`config.mk`:
```
export PLATFORM = sky130hd
export DESIGN_NAME = mii_rx_deframer
export DESIGN_NICKNAME = d
export VERILOG_FILES = /design/src/rtl/mii_rx_deframer.sv
export SDC_FILE = /design/constraint.sdc
export NUM_CORES = 1
export LEC_CHECK = 0
export ABC_CLOCK_PERIOD_IN_PS = 8020
export CORE_MARGIN = 3
export CORE_UTILIZATION = 45
export DETAILED_ROUTE_END_ITERATION = 10
export GPL_ROUTABILITY_DRIVEN = 1
export SLEW_MARGIN = 5
export SYNTH_ARGS = -nofsm -noshare
export SYNTH_HDL_FRONTEND = slang
export SYNTH_SLANG_ARGS = --single-unit
```
`constraint.sdc`:
```
create_clock -name clk -period 8.02 [get_ports clk]
set_clock_uncertainty 0.1 [all_clocks]
set_input_delay 1.203 -clock clk [delete_from_list [all_inputs] [get_ports clk]]
set_output_delay 1.203 -clock clk [all_outputs]
set_load 0.03 [all_outputs]
```
`src/rtl/mii_rx_deframer.sv`:
```
// mii_rx_deframer
// Oversamples an MII receive interface in the clk domain, strips the
// preamble/SFD, packs nibbles into bytes and delivers them through a
// first-word-fall-through FIFO tagged with end-of-frame and error flags.
//
// Optional feature: define MII_CRC_EN to check the frame's CRC-32 and
// flag a bad residue on the final byte's err tag.
//
// Ports
//   clk, reset          system clock (>=4x mii_clk), synchronous active-high reset
//   mii_clk/en/d        raw MII receive pins, asynchronous to clk
//   rdy, d, last, err   FIFO head: valid flag, byte, end-of-frame, frame error
//   ack                 pop the head entry (ignored while rdy=0)
//   error               sticky overflow flag, cleared only by reset
//   level               current FIFO occupancy
module mii_rx_deframer #(
    parameter int unsigned SYNC_STAGES = 2,
    parameter int unsigned PRE_MIN     = 2,
    parameter int unsigned FIRST_HIGH  = 1,
    parameter int unsigned BIT_REVERSE = 1,
    parameter int unsigned DEPTH       = 16
) (
    input  logic                     clk,
    input  logic                     reset,
    input  logic                     mii_clk,
    input  logic                     mii_en,
    input  logic [3:0]               mii_d,
    output logic                     rdy,
    output logic [7:0]               d,
    output logic                     last,
    output logic                     err,
    input  logic                     ack,
    output logic                     error,
    output logic [$clog2(DEPTH):0]   level
);

    localparam int unsigned AW = $clog2(DEPTH);
    localparam int unsigned LW = AW + 1;
    localparam int unsigned CW = $clog2(PRE_MIN + 2);
    localparam int unsigned EW = 10;   // {last, err, byte}

    typedef enum logic [1:0] {
        S_IDLE,
        S_PRE,
        S_DATA,
        S_DISCARD
    } state_t;

    // ------------------------------------------------------------------
    // Synchronisers: {mii_clk, mii_en, mii_d} travel through the same
    // number of stages so the sampled data lines up with the clock edge.
    // ------------------------------------------------------------------
    logic [SYNC_STAGES-1:0][5:0] sync_q, sync_d;
    logic                        clk_prev_q, clk_prev_d;
    logic                        s_clk_c, s_en_c, sample_c;
    logic [3:0]                  s_d_c;

    always_comb begin
        sync_d     = {sync_q[SYNC_STAGES-2:0], {mii_clk, mii_en, mii_d}};
        clk_prev_d = s_clk_c;
    end

    assign s_clk_c  = sync_q[SYNC_STAGES-1][5];
    assign s_en_c   = sync_q[SYNC_STAGES-1][4];
    assign s_d_c    = sync_q[SYNC_STAGES-1][3:0];
    assign sample_c = s_clk_c & ~clk_prev_q;

    // ------------------------------------------------------------------
    // Nibble to byte assembly
    // ------------------------------------------------------------------
    function automatic logic [3:0] slot(input logic [3:0] n);
        if (BIT_REVERSE != 0) begin
            return {n[0], n[1], n[2], n[3]};
        end
        return n;
    endfunction

    logic [3:0] nib_q, nib_d;
    logic [7:0] byte_c;

    assign byte_c = (FIRST_HIGH != 0) ? {slot(nib_q), slot(s_d_c)}
                                      : {slot(s_d_c), slot(nib_q)};

    // ------------------------------------------------------------------
    // Optional CRC-32 over DATA nibbles in wire order (mii_d[0] first)
    // ------------------------------------------------------------------
    state_t state_q, state_d;
    logic   crc_bad_c;

`ifdef MII_CRC_EN
    logic [31:0] crc_q, crc_d;

    function automatic logic [31:0] crc_nib(input logic [31:0] c, input logic [3:0] n);
        logic [31:0] r;
        logic        fb;
        r = c;
        for (int i = 0; i < 4; i++) begin
            fb = r[0] ^ n[i];
            r  = r >> 1;
            if (fb) begin
                r = r ^ 32'hEDB8_8320;
            end
        end
        return r;
    endfunction

    function automatic logic [31:0] rev32(input logic [31:0] v);
        logic [31:0] r;
        for (int i = 0; i < 32; i++) begin
            r[i] = v[31-i];
        end
        return r;
    endfunction

    // Preset on every preamble sample so the SFD leaves it at all ones.
    always_comb begin
        crc_d = crc_q;
        if (sample_c && state_q == S_PRE) begin
            crc_d = '1;
        end else if (sample_c && state_q == S_DATA && s_en_c) begin
            crc_d = crc_nib(crc_q, s_d_c);
        end
    end

    // The shift-right register holds the residue in reflected form.
    assign crc_bad_c = (rev32(crc_q) != 32'hC704_DD7B);

    always_ff @(posedge clk) begin
        if (reset) begin
            crc_q <= '1;
        end else begin
            crc_q <= crc_d;
        end
    end
`else
    assign crc_bad_c = 1'b0;
`endif

    // ------------------------------------------------------------------
    // Receive FSM
    // ------------------------------------------------------------------
    logic [CW-1:0] cnt_q, cnt_d;
    logic          half_q, half_d;
    logic [7:0]    pend_q, pend_d;
    logic          pend_vld_q, pend_vld_d;
    logic          error_q, error_d;
    logic          wr_req_c;
    logic [EW-1:0] wr_data_c;
    logic          pop_c, wr_ok_c, wr_en_c;
    logic [LW-1:0] count_q, count_d;

    assign pop_c   = ack && (count_q != '0);
    assign wr_ok_c = (count_q != LW'(DEPTH)) || pop_c;
    assign wr_en_c = wr_req_c && wr_ok_c;

    always_comb begin
        state_d    = state_q;
        cnt_d      = cnt_q;
        half_d     = half_q;
        nib_d      = nib_q;
        pend_d     = pend_q;
        pend_vld_d = pend_vld_q;
        error_d    = error_q;
        wr_req_c   = 1'b0;
        wr_data_c  = '0;

        if (sample_c) begin
            case (state_q)
                S_IDLE: begin
                    if (s_en_c) begin
                        if (s_d_c == 4'h5) begin
                            state_d = S_PRE;
                            cnt_d   = CW'(1);
                        end else begin
                            state_d = S_DISCARD;
                        end
                    end
                end

                S_PRE: begin
                    if (!s_en_c) begin
                        state_d = S_IDLE;
                    end else if (s_d_c == 4'h5) begin
                        if (cnt_q != '1) begin
                            cnt_d = cnt_q + CW'(1);
                        end
                    end else if (s_d_c == 4'hD && cnt_q >= CW'(PRE_MIN)) begin
                        state_d    = S_DATA;
                        half_d     = 1'b0;
                        pend_vld_d = 1'b0;
                    end else begin
                        state_d = S_DISCARD;
                    end
                end

                S_DATA: begin
                    if (s_en_c) begin
                        if (!half_q) begin
                            nib_d  = s_d_c;
                            half_d = 1'b1;
                        end else begin
                            half_d     = 1'b0;
                            pend_d     = byte_c;
                            pend_vld_d = 1'b1;
                            // Completing a byte releases the previous one.
                            if (pend_vld_q) begin
                                wr_req_c  = 1'b1;
                                wr_data_c = {1'b0, 1'b0, pend_q};
                                if (!wr_ok_c) begin
                                    error_d    = 1'b1;
                                    pend_vld_d = 1'b0;
                                    state_d    = S_DISCARD;
                                end
                            end
                        end
                    end else begin
                        state_d    = S_IDLE;
                        half_d     = 1'b0;
                        pend_vld_d = 1'b0;
                        // A held half byte means an odd nibble count.
                        if (pend_vld_q) begin
                            wr_req_c  = 1'b1;
                            wr_data_c = {1'b1, half_q | crc_bad_c, pend_q};
                            if (!wr_ok_c) begin
                                error_d = 1'b1;
                                state_d = S_DISCARD;
                            end
                        end
                    end
                end

                S_DISCARD: begin
                    if (!s_en_c) begin
                        state_d = S_IDLE;
                    end
                end

                default: state_d = S_IDLE;
            endcase
        end
    end

    // ------------------------------------------------------------------
    // FIFO with registered FWFT head
    // ------------------------------------------------------------------
    logic [EW-1:0] mem_q [DEPTH];
    logic [AW-1:0] wr_ptr_q, wr_ptr_d, rd_ptr_q, rd_ptr_d;
    logic [LW-1:0] after_pop_c;
    logic          rdy_q, rdy_d;
    logic [EW-1:0] head_q, head_d;

    always_comb begin
        after_pop_c = count_q - LW'(pop_c);
        count_d     = after_pop_c + LW'(wr_en_c);
        wr_ptr_d    = wr_ptr_q + AW'(wr_en_c);
        rd_ptr_d    = rd_ptr_q + AW'(pop_c);
        rdy_d       = (count_d != '0);
        head_d      = '0;
        // A write into an otherwise-empty FIFO bypasses the memory.
        if (count_d != '0) begin
            if (after_pop_c == '0) begin
                head_d = wr_data_c;
            end else begin
                head_d = mem_q[rd_ptr_d];
            end
        end
    end

    always_ff @(posedge clk) begin
        if (wr_en_c) begin
            mem_q[wr_ptr_q] <= wr_data_c;
        end
    end

    // ------------------------------------------------------------------
    // State registers
    // ------------------------------------------------------------------
    always_ff @(posedge clk) begin
        if (reset) begin
            sync_q     <= '0;
            clk_prev_q <= 1'b0;
            state_q    <= S_IDLE;
            cnt_q      <= '0;
            half_q     <= 1'b0;
            nib_q      <= '0;
            pend_q     <= '0;
            pend_vld_q <= 1'b0;
            error_q    <= 1'b0;
            count_q    <= '0;
            wr_ptr_q   <= '0;
            rd_ptr_q   <= '0;
            rdy_q      <= 1'b0;
            head_q     <= '0;
        end else begin
            sync_q     <= sync_d;
            clk_prev_q <= clk_prev_d;
            state_q    <= state_d;
            cnt_q      <= cnt_d;
            half_q     <= half_d;
            nib_q      <= nib_d;
            pend_q     <= pend_d;
            pend_vld_q <= pend_vld_d;
            error_q    <= error_d;
            count_q    <= count_d;
            wr_ptr_q   <= wr_ptr_d;
            rd_ptr_q   <= rd_ptr_d;
            rdy_q      <= rdy_d;
            head_q     <= head_d;
        end
    end

    assign rdy   = rdy_q;
    assign last  = head_q[9];
    assign err   = head_q[8];
    assign d     = head_q[7:0];
    assign error = error_q;
    assign level = count_q;

endmodule

```
==> results of run 1 <==
final timing paths:
kind                             start  cells past startpoint                   end  slack [ps]
hold / removal    sync_d[7]$_SDFF_PP0_                      1  byte_c[2]$_SDFF_PP0_         330
setup / recovery                   ack                      9  head_q[2]$_SDFF_PP0_        4020
hold reg to reg   sync_d[7]$_SDFF_PP0_                      1  byte_c[2]$_SDFF_PP0_         330
setup reg to reg   level[1]$_SDFF_PP0_                      9  head_q[2]$_SDFF_PP0_        4040
report_power, final:
group | switching, mW | internal [mW] | total (mW)
combinational | 0.396 | 0.295 | 0.692
sequential | 0.0294 | 1.22 | 1.25
clock | 0.413 | 0.631 | 1.04
layout by cell type, fill, tap and decap left out, types with 4 or more instances in the layout:
cell type,n
clkdlybuf4s50_1,24
mux4_2,40
inv_1,6
o21ai_0,6
nand3b_1,5
mux2i_1,50
a21oi_1,7
ha_1,9
clkinv_2,4
clkinv_1,4
buf_4,11
clkbuf_16,23
and2_1,11
nor3_1,14
xor2_1,4
nand3_1,9
nor2_1,36
xnor2_1,4
nand2_1,13
dfxtp_1,56
edfxtp_1,160
nand2b_1,7
nor2b_1,23
cells by family after synthesis:
family	Yosys count	synth area share, %
DFF	216	69.0
and+or+nand+nor	131	8.30
muxes	90	16.3
buffers and inverters	35	1.82
AOI/OAI and AO/OA	28	2.20
adders and majority gates	10	1.46
xor gates and xnor gates	9	0.918
stage by stage:
stage                     hold WS [ps]  instance area [µm²]  total power, mW  cells  utilization (%)
final                              333                 9860             2.98    797             53.8
after global routing               353                 9860             3.12    797             53.8
after CTS                          334                 9860             3.02    797             53.8
after detailed placement           320                 9110             1.97    756             49.7
after global placement             323                 9090             1.94    755             49.6
after floorplan                    314                 8590             1.76    519                -
cell type report:
class	count	area [µm²]
Fill cell	1481	8470
Sequential cell	216	5930
Multi-Input combinational cell	268	2540
Clock buffer	27	601
Timing Repair Buffer	37	343
Tap cell	229	287
Clock inverter	14	149
Inverter	6	22.5
state kept, by name, summed over array words and instances, names as in the netlist:
signal	flops
level	5
wr_ptr_q	4
cnt_q	2
pend_q	8
byte_c	4
rd_ptr_q	4
error	1
mem_q	160
nib_q	4
half_q	1
pend_vld_q	1
rdy	1
clk_prev_q	1
state_q	2
s_en_c	1
clk_prev_d	1
sync_d	6
head_q	10
routing by layer:
layer	global-route usage [%]	wire length, µm
met4	4.12	311
met5	0	0
met3	2.98	901
met1	23.0	7340
met2	29.9	8790
worst max-delay path: cells and delay by family:
| kind | cells | cell delay [ps] |
|---|---|---|
| compound gates | 1 | 370 |
| fa+ha+maj | 1 | 220 |
| buf+inv | 2 | 1140 |
| mux | 4 | 1200 |
| simple gates | 1 | 70 |
==> results.cfg, run 1 <==
[status]
status = complete, no violations

[yosys]
ys_warn_count = 0
synth-async-reset-ratio_pct = 0
synth_ff_type = edfxtp_1
synth_area_um2 = 8590
ys_top_cells_by_count = 160 x edfxtp_1, 56 x dfxtp_1, 50 x mux2i_1
ys_seq_area_share_pct = 69.0
syn-num-nets = 538
synth_most_common_cell = edfxtp_1
ys_top_cells_by_area = edfxtp_1 56%, dfxtp_1 13%, mux4_2 10%
synth_top_cell_by_area = edfxtp_1
postSynthAreaPerCell_um2 = 16.6
synth_cells = 519
synthDistinctLibCells = 45
synth_seq_cells = 216
synth_top_cell_area_share_pct = 55.9
synth_edf_count = 160

[clock_tree]
cts_buffer_depth = 3
clk_latency_ps = 490
numCtsBuffers = 23
cts_tree = yes
clk_root_buffer_cell = clkbuf_16
postCtsSetupBuffers = 0
cts_hold_buf = 0
cts_resized = 0
clock_sinks = 216
cts_max_level = 1
clk_pin_slew_worst_paths_ps = 60

[floorplanning]
start_util_pct = 46.9
die_w_um = 144
row_count = 49
coreArea_um2 = 18300
ios = 26
die_y_um = 144
die_area_um2 = 20800

[timing]
maxSlewViolCount = 0
setup_viol = 0
relSlewSlack_pct = 20.4
tns_ps = 0
grt_setup_unrepaired = false
fmax_mhz = 250
min_period_ps = 4000
period_share_pct = 49.8
setup_ws_ps = 4020
tightest_slew_ps = 1190
hold_violations = 0

[detailed_routing]
firstDrtPassIters = 5
routed_wl_um = 17300
drt-initial-drc-count = 300
final_antenna_net_count = 0
drc_errors = 0
routed-via-count = 4403
viasPerCell = 5.52
wire_per_inst_um = 21.8

[global_routing]
grt_pass1_vias = 4579
gr-total-overflow = 0
grt_use_total_pct = 17.3
grt_max_degree = 54
grt_pass1_wl_um = 26600
antenna_found_initial = 0

[worst_setup_path]
crit_required_ps = 8250
endpoint_kind = register
cp-start-kind = input port
crit_chain = clkdlybuf4s50_1, a21boi_0, ha_2, buf_4, mux4_2, mux2i_1, mux2i_1, mux2i_1, nor3_1
cp_max_fo = 41
cp_data_arrival_time_ps = 4230
crit_type = in2reg
slowest_stage = buf_4
crit_path_frequent_cell = mux2i_1
max_stage_delay_ps = 650

[placement]
dp_hpwl_um = 10300
place.port_buffers = 25
dpl_worst_slack_ps = 3460
routabilityCongestion = 0.750

[power]
leakage_nw = 3.30
pwr_density_cell_nw_per_um2 = 302
ir_worst_vdd_uv = 290

[worst_hold_path]
min_path_type = reg2reg

[flow_run]
max-cap-violations = 0

[cells_and_area]
diodes = 0
area_growth_pct = 14.8
drive_gt1_share_pct = 16.9
nNetsFinal = 571
Power figures use the tool's default switching activity.
==> inputs of run 2 (changes only) <==
Settings changed: ABC_CLOCK_PERIOD_IN_PS 8020 to 3300.
Clock period 8.02 ns to 3.3 ns, I/O delays scaled along.
==> run 2 against run 1 <==
Against the previous run:
- register-to-register slack lost 3700 ps
- hold slack gained 0.60 ps
- combinational power increased to 2.6 times the previous value
- cell area up 1.8%
- final cell count increased by 3.3%
- sequential share of layout area shrank 1.1 points
- worst setup slack lost 3700 ps
- largest cell class unchanged
- clock power up 120%
- non-clock buffer count grew 28
- clock-buffer cell count increased by 8
==> results.cfg, run 2 (same netlist as run 1, synthesis figures left out) <==
[worst_setup_path]
endpoint_kind = register
cp_data_arrival_time_ps = 3230
crit_required_ps = 3550
rr_worst_depth = 13
r2r-end = head_q[2]$_SDFF_PP0_
r2r_start = level[3]$_SDFF_PP0_
cp-start-kind = register
regToRegSetupSlack_ps = 320
cp_max_fo = 11
crit_type = reg2reg

[power]
leakage_nw = 3.43
pwr_density_cell_nw_per_um2 = 711
ir_worst_vdd_uv = 418

[global_routing]
grt_use_total_pct = 17.0
grt_max_degree = 29
grt_pass1_vias = 4712
gr-total-overflow = 0
grt_busiest_layer = met2
grt_util_met2_pct = 28.9
met1_usage_pct = 22.8
met3_usage_pct = 3.21
antenna_found_initial = 0
grt_pass1_wl_um = 26800

[detailed_routing]
wire_per_inst_um = 20.4
final_antenna_net_count = 0
firstDrtPassIters = 4
drc_errors = 0
routed_wl_um = 16800
viasPerCell = 5.51
routed-via-count = 4532
drt-initial-drc-count = 313

[placement]
dp_hpwl_um = 11000
place.port_buffers = 25
placed_area_um2 = 9370
routabilityCongestion = 0.764

[timing]
min_period_ps = 2980
period_share_pct = 90.3
maxSlewViolCount = 0
hold_violations = 0
relSlewSlack_pct = 53.6
fmax_mhz = 335
grt_setup_unrepaired = false
setup_viol = 0
tns_ps = 0
tightest_slew_ps = 696

[cells_and_area]
drive_gt1_share_pct = 20.4
area_growth_pct = 16.9
top_regs = mem_q (160), head_q (10), pend_q (8)
largest_reg_flops = 160
diodes = 0
fin_util_pct = 54.8
final_cell_mix = 160 x edfxtp_1, 56 x dfxtp_1, 50 x mux2i_1, 40 x mux4_2
final_common_cell = edfxtp_1
fin_area_um2 = 10000
nNetsFinal = 598
regMostFlops = mem_q

[clock_tree]
cts_resized = 0
cts_hold_buf = 0
cts_tree = yes
cts_buffer_depth = 3
clock_sinks = 216
clk_pin_slew_worst_paths_ps = 60
clk_latency_ps = 500
cts_max_level = 1
clk_root_buffer_cell = clkbuf_16
postCtsSetupBuffers = 0
numCtsBuffers = 22

[worst_hold_path]
holdPathStages = 1
holdPathEnd = byte_c[3]$_SDFF_PP0_
hold_start = sync_d[6]$_SDFF_PP0_
min_path_type = reg2reg

[floorplanning]
ios = 26
die_w_um = 144
die_area_um2 = 20800
row_count = 49
coreArea_um2 = 18300
die_y_um = 144
start_util_pct = 46.9

[flow_run]
max-cap-violations = 0

[status]
status = complete, no violations
[run 2: changes by cell type in the layout (fill, tap and decap cells not counted), moves of 2 or more]
| cell | previous run | this run |
|---|---|---|
| clkbuf_1 | 3 | 8 |
| clkinv_1 | 4 | 0 |
| bufinv_16 | 3 | 0 |
| clkbuf_8 | 1 | 4 |
| buf_4 | 11 | 36 |
| clkinvlp_4 | 2 | 0 |
| buf_12 | 0 | 4 |
[run 2: through the flow]
stage,hold WS [ps],total power [mW],worst slack (ps),instances
after global routing,354,7.51,70.1,823
after CTS,336,7.25,299,823
after detailed placement,321,4.97,25.4,784
after floorplan,314,4.29,108,519
after global placement,323,4.97,11.1,784
final,334,7.14,319,823
[run 2: layer usage]
| metal | up-vias | part of all wire, % | wire length [µm] |
|---|---|---|---|
| li1 | 2103 | - | - |
| met1 | 2307 | 44 | 7360 |
| met2 | 97 | 49 | 8290 |
| met3 | 25 | 4.5 | 746 |
| met4 | 0 | 2.2 | 361 |
| met5 | - | 0 | 0 |
[run 2: cell type report]
cell class	count	area, µm²
Sequential cell	216	5930
Clock inverter	4	31.3
Fill cell	1426	8290
Inverter	6	22.5
Timing Repair Buffer	65	596
Multi-Input combinational cell	268	2540
Tap cell	229	287
Clock buffer	35	643
[run 2: critical path, cell delays in order (launching register included)]
cell	delay [ps]
dfxtp_1	390
nor4_4	260
a21boi_0	120
buf_4	160
ha_1	290
inv_1	50
ha_1	210
ha_1	230
and3_1	190
mux2i_1	160
xnor2_1	110
a211oi_2	220
buf_4	250
nor3_1	80
[run 2: power by group]
group | switching [mW] | internal (mW)
Sequential | 0.0756 | 2.96
Combinational | 0.953 | 0.878
Clock | 0.937 | 1.34
Total | 1.96 | 5.17
[run 2: worst max-delay path by stage]
| stage | slack, ps | to | startpoint |
|---|---|---|---|
| after CTS | 300 | head_q[2]$_SDFF_PP0_ | level[3]$_SDFF_PP0_ |
| after global routing | 70 | head_q[2]$_SDFF_PP0_ | level[3]$_SDFF_PP0_ |
| after global placement | 10 | head_q[1]$_SDFF_PP0_ | ack |
| final | 320 | head_q[2]$_SDFF_PP0_ | level[3]$_SDFF_PP0_ |
| after detailed placement | 30 | head_q[9]$_SDFF_PP0_ | ack |
| after floorplan | 110 | head_q[0]$_SDFF_PP0_ | level[1]$_SDFF_PP0_ |
==> inputs of run 3 (changes only) <==
Settings changed: PLACE_DENSITY set to 0.61.
==> run 3 against run 2 <==
Against the previous run:
- first-iteration DRC count grew 19%
- die area is the same
- combinational power grew 2%
- critical path depth shrank 3
- sequential power is essentially flat
- cell area grew 0.76%
- power grew 4.9%
- non-clock buffer count shrank 5
- via count is essentially flat
- wire length grew 3.2%
- register-to-register slack lost 50 ps
==> results.cfg, run 3 (same netlist as run 1, synthesis figures left out) <==
[power]
leakage_nw = 3.46
total_power_mw = 7.49
pwr_density_cell_nw_per_um2 = 740
ir_worst_vdd_uv = 529

[cells_and_area]
top_regs = mem_q (160), head_q (10), pend_q (8)
final_cell_mix = 160 x edfxtp_1, 56 x dfxtp_1, 50 x mux2i_1, 40 x mux4_2, 36 x nor2_1
largest_reg_flops = 160
regMostFlops = mem_q
fin_util_pct = 55.2
diodes = 0
drive_gt1_share_pct = 20.3
ff_latch_area_um2 = 5930
area_growth_pct = 17.8
final_common_cell = edfxtp_1
multiInputGateArea_um2 = 2530
nFillCells = 1451
nNetsFinal = 594

[status]
status = complete, no violations

[detailed_routing]
wire_per_inst_um = 21.1
routed-via-count = 4529
routed_wl_um = 17300
firstDrtPassIters = 4
final_antenna_net_count = 0
viasPerCell = 5.52
drt-initial-drc-count = 374
drc_errors = 0

[clock_tree]
clk_pin_slew_worst_paths_ps = 60
clk_root_buffer_cell = clkbuf_16
numCtsBuffers = 23
cts_resized = 0
clk_latency_ps = 490
clock_sinks = 216
cts_buffer_depth = 3
cts_hold_buf = 0
postCtsSetupBuffers = 0
cts_tree = yes
cts_max_level = 1

[timing]
maxSlewViolCount = 0
period_share_pct = 91.9
tightest_slew_ps = 700
grt_setup_unrepaired = false
hold_violations = 0
min_period_ps = 3030
fmax_mhz = 330
setup_ws_ps = 267
relSlewSlack_pct = 53.3
setup_viol = 0

[worst_setup_path]
slowest_stage = mux4_2
crit_chain = nor4_4, a21boi_0, buf_4, ha_2, buf_4, mux4_2, mux2i_1, mux2i_1, mux2i_1, nor3_1
crit_path_frequent_cell = mux2i_1
cp_max_fo = 6
crit_required_ps = 3550
max_stage_delay_ps = 490
cp_data_arrival_time_ps = 3280
crit_type = reg2reg
endpoint_kind = register
cp-start-kind = register

[floorplanning]
die_area_um2 = 20800
ios = 26
die_y_um = 144
row_count = 49
die_w_um = 144
coreArea_um2 = 18300
start_util_pct = 46.9

[global_routing]
gr-total-overflow = 0
grt_pass1_wl_um = 27000
grt_use_total_pct = 17.2
antenna_found_initial = 0
grt_max_degree = 42
grt_pass1_vias = 4691

[placement]
dp_hpwl_um = 10600
dpl_worst_slack_ps = -61.7
place.port_buffers = 25
routabilityCongestion = 0.767

[flow_run]
max-cap-violations = 0

[worst_hold_path]
min_path_type = reg2reg
run 3: area by class of cell:
cell class,count,share of cell area (%)
clock inverters,9,1.20
multi-input cells,268,25.0
well taps,229,2.83
clock buffers,32,6.52
repair buffers,60,5.64
flip-flops and latches,216,58.6
inverters,6,0.223
run 3: worst max-delay path, delay by kind of cell, from the launching register on:
| family | cells | cell delay, ps |
|---|---|---|
| compound gates | 1 | 120 |
| fa+ha+maj | 1 | 460 |
| buf+inv | 2 | 350 |
| flops | 1 | 350 |
| mux | 4 | 1110 |
| simple gates | 2 | 380 |
run 3: metal layers:
metal	global-route usage (%)	share of wire, %
met5	0	0
met3	2.98	5.8
met4	3.63	1.4
met1	24.1	43
met2	28.8	49
run 3: where the power goes:
group / total, mW / leakage [nW] / internal (mW) / switching [mW]
logic: 1.87 / 1.14 / 0.890 / 0.976
clock network: 2.61 / 0.384 / 1.62 / 0.983
registers: 3.02 / 1.93 / 2.96 / 0.0587
run 3: per-stage QoR:
| stage | setup TNS, ps | cell area [µm²] | cells | hold slack, ps |
|---|---|---|---|---|
| floorplan | 0 | 8600 | 519 | 314 |
| global placement | -66.4 | 9340 | 779 | 323 |
| detailed placement | -95.3 | 9340 | 779 | 327 |
| CTS | 0 | 10100 | 820 | 341 |
| global route | 0 | 10100 | 820 | 362 |
| finish | 0 | 10100 | 820 | 339 |
run 3: worst paths after layout:
| check | from | endpoint | slack (ps) | cells past startpoint |
|---|---|---|---|---|
| max reg2reg | level[1]$_SDFF_PP0_ | head_q[9]$_SDFF_PP0_ | 270 | 10 |
| min | sync_d[6]$_SDFF_PP0_ | byte_c[3]$_SDFF_PP0_ | 340 | 1 |
| max | level[1]$_SDFF_PP0_ | head_q[9]$_SDFF_PP0_ | 270 | 10 |
| min reg2reg | sync_d[6]$_SDFF_PP0_ | byte_c[3]$_SDFF_PP0_ | 340 | 1 |
